==> config.mk <==
export PLATFORM = sky130hd
export DESIGN_NAME = serial_subtractor
export DESIGN_NICKNAME = d
export VERILOG_FILES = /design/src/rtl/serial_sub_pkg.sv /design/src/rtl/full_subtractor.sv /design/src/rtl/serial_subtractor.sv
export SDC_FILE = /design/constraint.sdc
export NUM_CORES = 1
export LEC_CHECK = 0
export ABC_AREA = 1
export BUFFER_PORTS_ARGS = -buffer_cell sky130_fd_sc_hd__buf_2
export CAP_MARGIN = 5
export CORE_MARGIN = 1
export CORE_UTILIZATION = 49
export DETAILED_ROUTE_END_ITERATION = 8
export PLACE_DENSITY = 0.74
export SKIP_CTS_REPAIR_TIMING = 1
export SLEW_MARGIN = 10
export SYNTH_ARGS = -nofsm -noshare
export SYNTH_HDL_FRONTEND = slang
export SYNTH_SLANG_ARGS = --single-unit
==> constraint.sdc <==
create_clock -name clk -period 1.2 [get_ports clk]
set_input_delay 0.24 -clock clk [delete_from_list [all_inputs] [get_ports clk]]
set_output_delay 0.24 -clock clk [all_outputs]
set_load 0.02 [all_outputs]
==> src/rtl/serial_sub_pkg.sv <==
// Shared types and helpers for the bit-serial subtractor.
// Holds the FSM state enum, the default width and the counter-width helper.
package serial_sub_pkg;

  typedef enum logic {
    S_IDLE,
    S_RUN
  } state_e;

  localparam int unsigned DEF_WIDTH = 8;

  // Bits needed to count 0..w-1; never narrower than one bit.
  function automatic int unsigned cnt_w(input int unsigned w);
    return (w <= 2) ? 1 : $clog2(w);
  endfunction

endpackage

==> src/rtl/full_subtractor.sv <==
// One-bit full subtractor cell: d = a - b - bin, bout = borrow out.
// Ports: a, b, bin (inputs); d, bout (outputs). Purely combinational.
module full_subtractor (
  input  logic a,
  input  logic b,
  input  logic bin,
  output logic d,
  output logic bout
);

  assign d    = a ^ b ^ bin;
  assign bout = (~a & b) | (~(a ^ b) & bin);

endmodule

==> src/rtl/serial_subtractor.sv <==
// Bit-serial two's-complement subtractor, D = A - B - Bin, LSB first.
// Ports: clk, rst_n, start, a, b, b_in in; busy, done, d, b_out, v out.
module serial_subtractor
  import serial_sub_pkg::*;
#(
  parameter int unsigned WIDTH = DEF_WIDTH
) (
  input  logic             clk,
  input  logic             rst_n,
  input  logic             start,
  input  logic [WIDTH-1:0] a,
  input  logic [WIDTH-1:0] b,
  input  logic             b_in,
  output logic             busy,
  output logic             done,
  output logic [WIDTH-1:0] d,
  output logic             b_out,
  output logic             v
);

  localparam int unsigned CW = cnt_w(WIDTH);
  localparam logic [CW-1:0] LAST = CW'(WIDTH - 1);

  state_e           state_q;
  logic [WIDTH-1:0] sa_q;
  logic [WIDTH-1:0] sb_q;
  logic [WIDTH-1:0] sd_q;
  logic             br_q;
  logic [CW-1:0]    cnt_q;
  logic             am_q;
  logic             bm_q;
  logic             busy_q;
  logic             done_q;
  logic [WIDTH-1:0] d_q;
  logic             bout_q;
  logic             v_q;

  logic             diff;
  logic             bor;
  logic [WIDTH:0]   sd_wide;
  logic [WIDTH-1:0] sd_d;
  logic             v_d;

  full_subtractor u_cell (
    .a    (sa_q[0]),
    .b    (sb_q[0]),
    .bin  (br_q),
    .d    (diff),
    .bout (bor)
  );

  // Shift diff in at the MSB end; the wide form also covers WIDTH=1.
  assign sd_wide = {diff, sd_q} >> 1;
  assign sd_d    = sd_wide[WIDTH-1:0];
  assign v_d     = (am_q != bm_q) && (sd_d[WIDTH-1] != am_q);

  always_ff @(posedge clk or negedge rst_n) begin
    if (!rst_n) begin
      state_q <= S_IDLE;
      sa_q    <= '0;
      sb_q    <= '0;
      sd_q    <= '0;
      br_q    <= 1'b0;
      cnt_q   <= '0;
      am_q    <= 1'b0;
      bm_q    <= 1'b0;
      busy_q  <= 1'b0;
      done_q  <= 1'b0;
      d_q     <= '0;
      bout_q  <= 1'b0;
      v_q     <= 1'b0;
    end else begin
      done_q <= 1'b0;
      unique case (state_q)
        S_IDLE: begin
          if (start) begin
            sa_q    <= a;
            sb_q    <= b;
            sd_q    <= '0;
            br_q    <= b_in;
            cnt_q   <= '0;
            am_q    <= a[WIDTH-1];
            bm_q    <= b[WIDTH-1];
            busy_q  <= 1'b1;
            state_q <= S_RUN;
          end
        end
        S_RUN: begin
          sa_q  <= sa_q >> 1;
          sb_q  <= sb_q >> 1;
          sd_q  <= sd_d;
          br_q  <= bor;
          cnt_q <= cnt_q + 1'b1;
          if (cnt_q == LAST) begin
            d_q     <= sd_d;
            bout_q  <= bor;
            v_q     <= v_d;
            done_q  <= 1'b1;
            busy_q  <= 1'b0;
            state_q <= S_IDLE;
          end
        end
      endcase
    end
  end

  assign busy  = busy_q;
  assign done  = done_q;
  assign d     = d_q;
  assign b_out = bout_q;
  assign v     = v_q;

endmodule

==> key figures, run 1 <==
Timing
  – Worst clock skew: 0.00611 ns
  – Worst slew pin tran: 0.299 ns
  – Max_slew headroom: 80.0%
  – Achievable frequency: 0.755 GHz
  – Total negative slack: -0.249 ns
  – Fin crit period: 1.32 ns
  – Final setup vio count: 3
  – RSZ-0062 raised after global routing: true
  – Final hold violations: 0
  – Slew Viols, Final: 0
  – Final worst slack: -0.124 ns
  – Period utilization: 110%

Worst setup path
  – Crit path cell chain: inv_2 -> fa_1 -> inv_2 -> nand3_2 -> nand2_1 -> nand2_1 -> nand2_1
  – Critical path class: flop to flop
  – Critical path data required time: 1.45 ns
  – Crit-path max FO: 3
  – Critical Path Start Type: flop
  – Worst r2r dst: v$_DFFE_PN0P_
  – Cell count of the worst reg-to-reg path: 7
  – WP buf/inv: 2
  – Slowest CP cell: fa_1
  – Worst r2r src: sb_q[0]$_DFFE_PN0P_
  – Slowest stage delay, CP: 0.56 ns
  – CP arrival: 1.58 ns
  – Top Family by Delay on Critical Path: adder cells
  – CP dominant cell by count: nand2_1
  – FF-to-FF setup slack: -0.12 ns
  – Crit. End Element: flop

Global route
  – First-pass GRT wire length: 5.51 mm
  – Total Routing Usage GR: 18.6%
  – Grt total ovfl: 0
  – Largest net degree at the start of global routing: 43
  – Vias in the first global route: 1288
  – Initial antenna violation count: 0

Clock network
  – Clock tree from TritonCTS: done
  – Clock Tree Root: clkbuf_4
  – Worst-Skew Late Latency: 0.34 ns
  – Cts bufs inserted: 5
  – H-tree depth: 2
  – Maximum clock path buffer count: 2
  – CTS sink cnt: 42
  – Clock Pin Slew Worst Setup and Hold Paths: 0.12 ns

Place
  – Placed Area: 2030 um2
  – DP Wirelength: 2.18 mm
  – Placed Cells: 264
  – Input/output buffers: 31
  – Pre-CTS WS: -0.116 ns
  – Routability cong.: 0.743

Yosys
  – Library cells used by synthesis: 21
  – Synth warn: 0
  – Avg Inst Size Synth: 9.68 um2
  – Yosys reg bits: 42
  – Synth Instances: 184
  – Synth Cell Area: 1780 um2
  – Sequential-to-total area share from yosys stat: 59.0%
  – Syn_nets: 208

Floorplan
  – Die X: 62.3 um
  – Ports: 32
  – Height of the chip: 62.3 um
  – Die area: 3880 um2
  – Total core area: 3420 um2
  – Row count: 21
  – Initial Util: 52.1%

Routing
  – Router iterations before antenna repair: 4
  – Drt wl/cell: 11.5 um
  – WL final: 3.16 mm
  – Final ANT Viol Nets: 0
  – Met2 wire length: 1.53 mm
  – Via density: 4.91
  – First DRT Iteration DRCs: 29
  – DRC Markers: 0
  – DR top layer: met4
  – Detailed-route via count: 1355
  – Met3 Wirelength: 119 um
  – M1 WL: 1.49 mm

Layout
  – Design area: 2210 um2
  – # fillers: 291
  – Most frequent cells in the layout: nand2_1, dfrtp_1, buf_2
  – Ratio of cells with drive above 1 in the final layout: 32.2%
  – Nets: 253
  – Most common cell after layout, fill and taps aside: nand2_1
  – ANT cells: 0
  – Final Non-Filler Cells: 276
  – Synth-to-Final Area Change: 23.9%

Status
  – Status: complete, but fails checks
  – Failing checks: negative setup slack

Power and ir drop
  – Power Density: 2490 nW/um2
  – Worst vdd ir: 1.01 mV
  – P_leak: 1.15 nW

Worst hold path
  – Min-delay src: a[3]
  – Hold path endpoint: sa_q[3]$_DFFE_PN0P_
  – Worst Hold Class: input port to flop
  – Hold Path Cell Cnt: 3

Flow run
  – Maxcap violations: 0
[registers in the layout, indices dropped and copies added (netlist names), 3 cells and up]
signal,count
sa_q,8
cnt_q,3
sd_q,7
d,8
sb_q,8
[cell type report]
class	count	area (um2)	area share, %
clock buffer	8	78.8	3.57
inverter	19	71.3	3.23
multi-input combinational	115	638	28.9
sequential	42	1050	47.6
tap	46	57.6	2.61
timing repair buffer	46	309	14.0
[cell families after synthesis]
| family | share of synthesized area, % |
|---|---|
| AOI/OAI and AO/OA | 8.15 |
| buffers and inverters | 8.43 |
| adders and majority gates | 3.23 |
| and+or+nand+nor | 21.2 |
| DFF | 59.0 |
[worst min-delay path, delay by kind of cell]
kind                   cells  cell delay [ns]
buffers and inverters      1             0.07
and+or+nand+nor            2             0.09
[worst max-delay path by stage]
stage                   startpoint       endpoint  depth (start not counted)  slack [ns]
2_1_floorplan     br_q$_DFFE_PN0P_  v$_DFFE_PN0P_                          7       -0.06
3_5_place_dp      br_q$_DFFE_PN0P_  v$_DFFE_PN0P_                          7       -0.12
6_report       sb_q[0]$_DFFE_PN0P_  v$_DFFE_PN0P_                          7       -0.12
4_1_cts           br_q$_DFFE_PN0P_  v$_DFFE_PN0P_                          7       -0.14
3_3_place_gp      br_q$_DFFE_PN0P_  v$_DFFE_PN0P_                          7       -0.09
5_1_grt        sb_q[0]$_DFFE_PN0P_  v$_DFFE_PN0P_                          7       -0.21
[metal layers]
layer	vias to the layer above	GRT usage (%)
met4	0	8.14
met2	28	31.7
met3	5	5.33
met5	-	0
li1	669	-
met1	653	21.7
[cells in the mapped netlist]
master | number | area [um2]
ha_1 | 3 | 37.5
o21ai_1 | 1 | 5.00
clkbuf_1 | 1 | 3.75
dfrtp_1 | 42 | 1050
inv_2 | 2 | 7.51
buf_6 | 4 | 45.0
o21ai_0 | 12 | 60.1
nand3_2 | 1 | 10.0
o22ai_1 | 8 | 50.1
fa_1 | 1 | 20.0
inv_1 | 17 | 63.8
nand2_2 | 1 | 6.26
nor2_1 | 2 | 7.51
nand3_1 | 14 | 70.1
buf_2 | 2 | 10.0
nor2_4 | 1 | 11.3
nor2_8 | 1 | 20.0
nand2_1 | 67 | 251
a21oi_1 | 1 | 5.00
buf_12 | 1 | 20.0
o211ai_2 | 2 | 25.0
[power by group]
part	switching [W]	leakage (nW)	internal [W]	total [W]
Sequential	0.000318	0.537	0.00201	0.00233
Clock	0.000433	0.0446	0.000401	0.000833
Combinational	0.00132	0.568	0.00102	0.00234
Total	0.00207	1.15	0.00343	0.00549
[per-stage QoR]
step	total power, W	hold WS, ns	util, %
final	0.00549	0.0948	64.6
after detailed placement	0.00446	0.228	59.6
after floorplan	0.00379	-0.0556	-
after CTS	0.00530	-0.163	61.9
after global routing	0.00593	0.0849	64.6
after global placement	0.00439	0.231	59.6
Power figures use the tool's default switching activity.
==> inputs of run 2 (changes only) <==
PLACE_DENSITY = 0.83   (was 0.74)
==> run 2 against run 1 <==
Net effect:
- the flow still finishes with violations (negative setup slack)
- flip-flop and latch count did not move
- register-to-register slack got worse by 0.06 ns
- combinational power rose by 8.5%
- setup slack got worse by 0.061 ns
- cell count did not move
- core utilization rose by 0.73 points
- count of clock-buffer cells in the layout fell by 1
- critical path type unchanged
- critical endpoint unchanged
- largest cell class unchanged
- highest routed layer unchanged
==> key figures, run 2 (synthesized netlist as in run 1, its figures left out) <==
Status
  – Status: complete, but fails checks
  – Failing checks: negative setup slack

Global route
  – Total Routing Usage GR: 18.4% (-0.17 points)
  – Top Usage Layer GRT: met2
  – Initial antenna violation count: 0 (unchanged)
  – Vias in the first global route: 1284 (-0.31%)
  – Met2 Use GR: 26.9% (-4.8 points)
  – First-pass GRT wire length: 5.51 mm (unchanged)
  – Largest net degree at the start of global routing: 43 (unchanged)
  – M3 GR Usage: 4.04% (-1.3 points)
  – Grt total ovfl: 0 (unchanged)
  – Met1 Track Usage GR: 25.6% (+3.9 points)

Flow run
  – Maxcap violations: 0 (unchanged)

Worst setup path
  – CP arrival: 1.63 ns (+0.05 ns)
  – Worst r2r src: sb_q[0]$_DFFE_PN0P_
  – Critical path data required time: 1.45 ns (about the same)
  – Crit-path max FO: 3 (unchanged)
  – Cell count of the worst reg-to-reg path: 7 (unchanged)
  – Critical path class: flop to flop
  – Worst r2r dst: v$_DFFE_PN0P_
  – FF-to-FF setup slack: -0.19 ns (-0.06 ns)
  – Critical Path Start Type: flop
  – Crit. End Element: flop
  – Setup crit start: sb_q[0]$_DFFE_PN0P_

Clock network
  – Clock Pin Slew Worst Setup and Hold Paths: 0.12 ns (about the same)
  – Clock tree from TritonCTS: done
  – CTS sink cnt: 42 (unchanged)
  – H-tree depth: 2 (unchanged)
  – Clock Tree Root: clkbuf_4
  – Cts bufs inserted: 5 (unchanged)
  – Worst-Skew Late Latency: 0.34 ns (about the same)
  – Maximum clock path buffer count: 2 (unchanged)

Routing
  – Router iterations before antenna repair: 4 (unchanged)
  – Drt wl/cell: 12.1 um (+5.8%)
  – Detailed-route via count: 1360 (+0.37%)
  – WL final: 3.35 mm (+5.8%)
  – DRC Markers: 0 (unchanged)
  – Final ANT Viol Nets: 0 (unchanged)
  – Via density: 4.93 (+0.37%)
  – First DRT Iteration DRCs: 38 (+31%)

Place
  – Placed Area: 2040 um2 (+0.12%)
  – Pre-CTS WS: -0.201 ns (-0.0850 ns)
  – Input/output buffers: 31 (unchanged)
  – DP Wirelength: 2.23 mm (+2.5%)
  – Routability cong.: 0.746 (+0.39%)

Timing
  – Achievable frequency: 0.722 GHz (-4.4%)
  – Worst clock skew: 0.0157 ns (+0.00957 ns)
  – Worst slew pin tran: 0.226 ns (-0.0732 ns)
  – Slew Viols, Final: 0 (unchanged)
  – RSZ-0062 raised after global routing: true
  – Max_slew headroom: 85.0% (+4.9 points)
  – Fin crit period: 1.39 ns (+0.0615 ns)
  – Final setup vio count: 7 (+4)
  – Final hold violations: 0 (unchanged)
  – Period utilization: 115% (+5.1 points)
  – Final worst slack: -0.185 ns (-0.0615 ns)

Layout
  – Nets: 253 (unchanged)
  – Synth-to-Final Area Change: 25.3%
  – Design area: 2230 um2 (+1.1%)
  – Ratio of cells with drive above 1 in the final layout: 33.9% (+1.7 points)
  – Most frequent cells in the layout: nand2_1, dfrtp_1, buf_2
  – Most common cell after layout, fill and taps aside: nand2_1
  – ANT cells: 0 (unchanged)

Power and ir drop
  – Worst vdd ir: 1.17 mV (+16%)
  – P_leak: 1.17 nW (+1.4%)
  – Power Density: 2510 nW/um2 (+0.77%)

Floorplan
  – Row count: 21 (unchanged)
  – Die X: 62.3 um (unchanged)
  – Die area: 3880 um2 (unchanged)
  – Initial Util: 52.1% (unchanged)
  – Height of the chip: 62.3 um (unchanged)
  – Total core area: 3420 um2 (unchanged)
  – Ports: 32 (unchanged)

Worst hold path
  – Worst Hold Class: input port to flop
  – Min-delay src: a[4]
  – Hold path endpoint: sa_q[4]$_DFFE_PN0P_
  – Hold Path Cell Cnt: 3 (unchanged)
run 2: changes by cell type in the layout (fill, tap and decap cells not counted), moves of 2 or more:
cell      change
o21ai_1       +2
clkbuf_8      -2
o21ai_0       -3
nand2_1       -3
buf_12        +2
nand2_2       +3
run 2: worst max-delay path by stage:
stage,endpoint,slack [ns],depth (start not counted)
3_3_place_gp,v$_DFFE_PN0P_,-0.09,7
5_1_grt,v$_DFFE_PN0P_,-0.22,7
2_1_floorplan,v$_DFFE_PN0P_,-0.06,7
6_report,v$_DFFE_PN0P_,-0.19,7
4_1_cts,v$_DFFE_PN0P_,-0.23,7
3_5_place_dp,v$_DFFE_PN0P_,-0.20,7
run 2: power breakdown:
part	internal (W)	switching (W)	total (W)	leakage (nW)
combinational	0.00114	0.00139	0.00254	0.593
sequential	0.00201	0.000337	0.00235	0.537
clock	0.000285	0.000434	0.000718	0.0353
total	0.00344	0.00216	0.00560	1.17
run 2: per-layer routing:
layer	routed length, um	share of wire, %
met1	1530	46
met2	1620	48
met3	123	3.7
met4	72	2.2
met5	0	0
run 2: cell type report:
class | count | area, um2
multi-input combinational | 115 | 641
tap | 46 | 57.6
timing repair buffer | 46 | 350
sequential | 42 | 1050
clock buffer | 7 | 55.1
fill | 269 | 1180
clock inverter | 1 | 5.00
inverter | 19 | 71.3
run 2: metrics by stage:
step                hold WS, ns  std cells  total power (W)  TNS (ns)  utilization (%)
floorplan               -0.0556        184          0.00379   -0.0647                -
global placement          0.226        261          0.00438    -0.484             59.6
detailed placement        0.226        261          0.00449     -1.07             59.6
CTS                      -0.158        269          0.00520     -1.47             61.4
global route             0.0843        276          0.00603    -0.842             65.3
finish                   0.0850        276          0.00560    -0.432             65.3
run 2: worst max-delay path, stage by stage, from the launching register on:
cell and delay [ns]:
dfrtp_1 0.38, inv_2 0.04, fa_1 0.58, inv_2 0.07
nand3_2 0.06, nand2_1 0.06, nand2_1 0.06, nand2_1 0.05
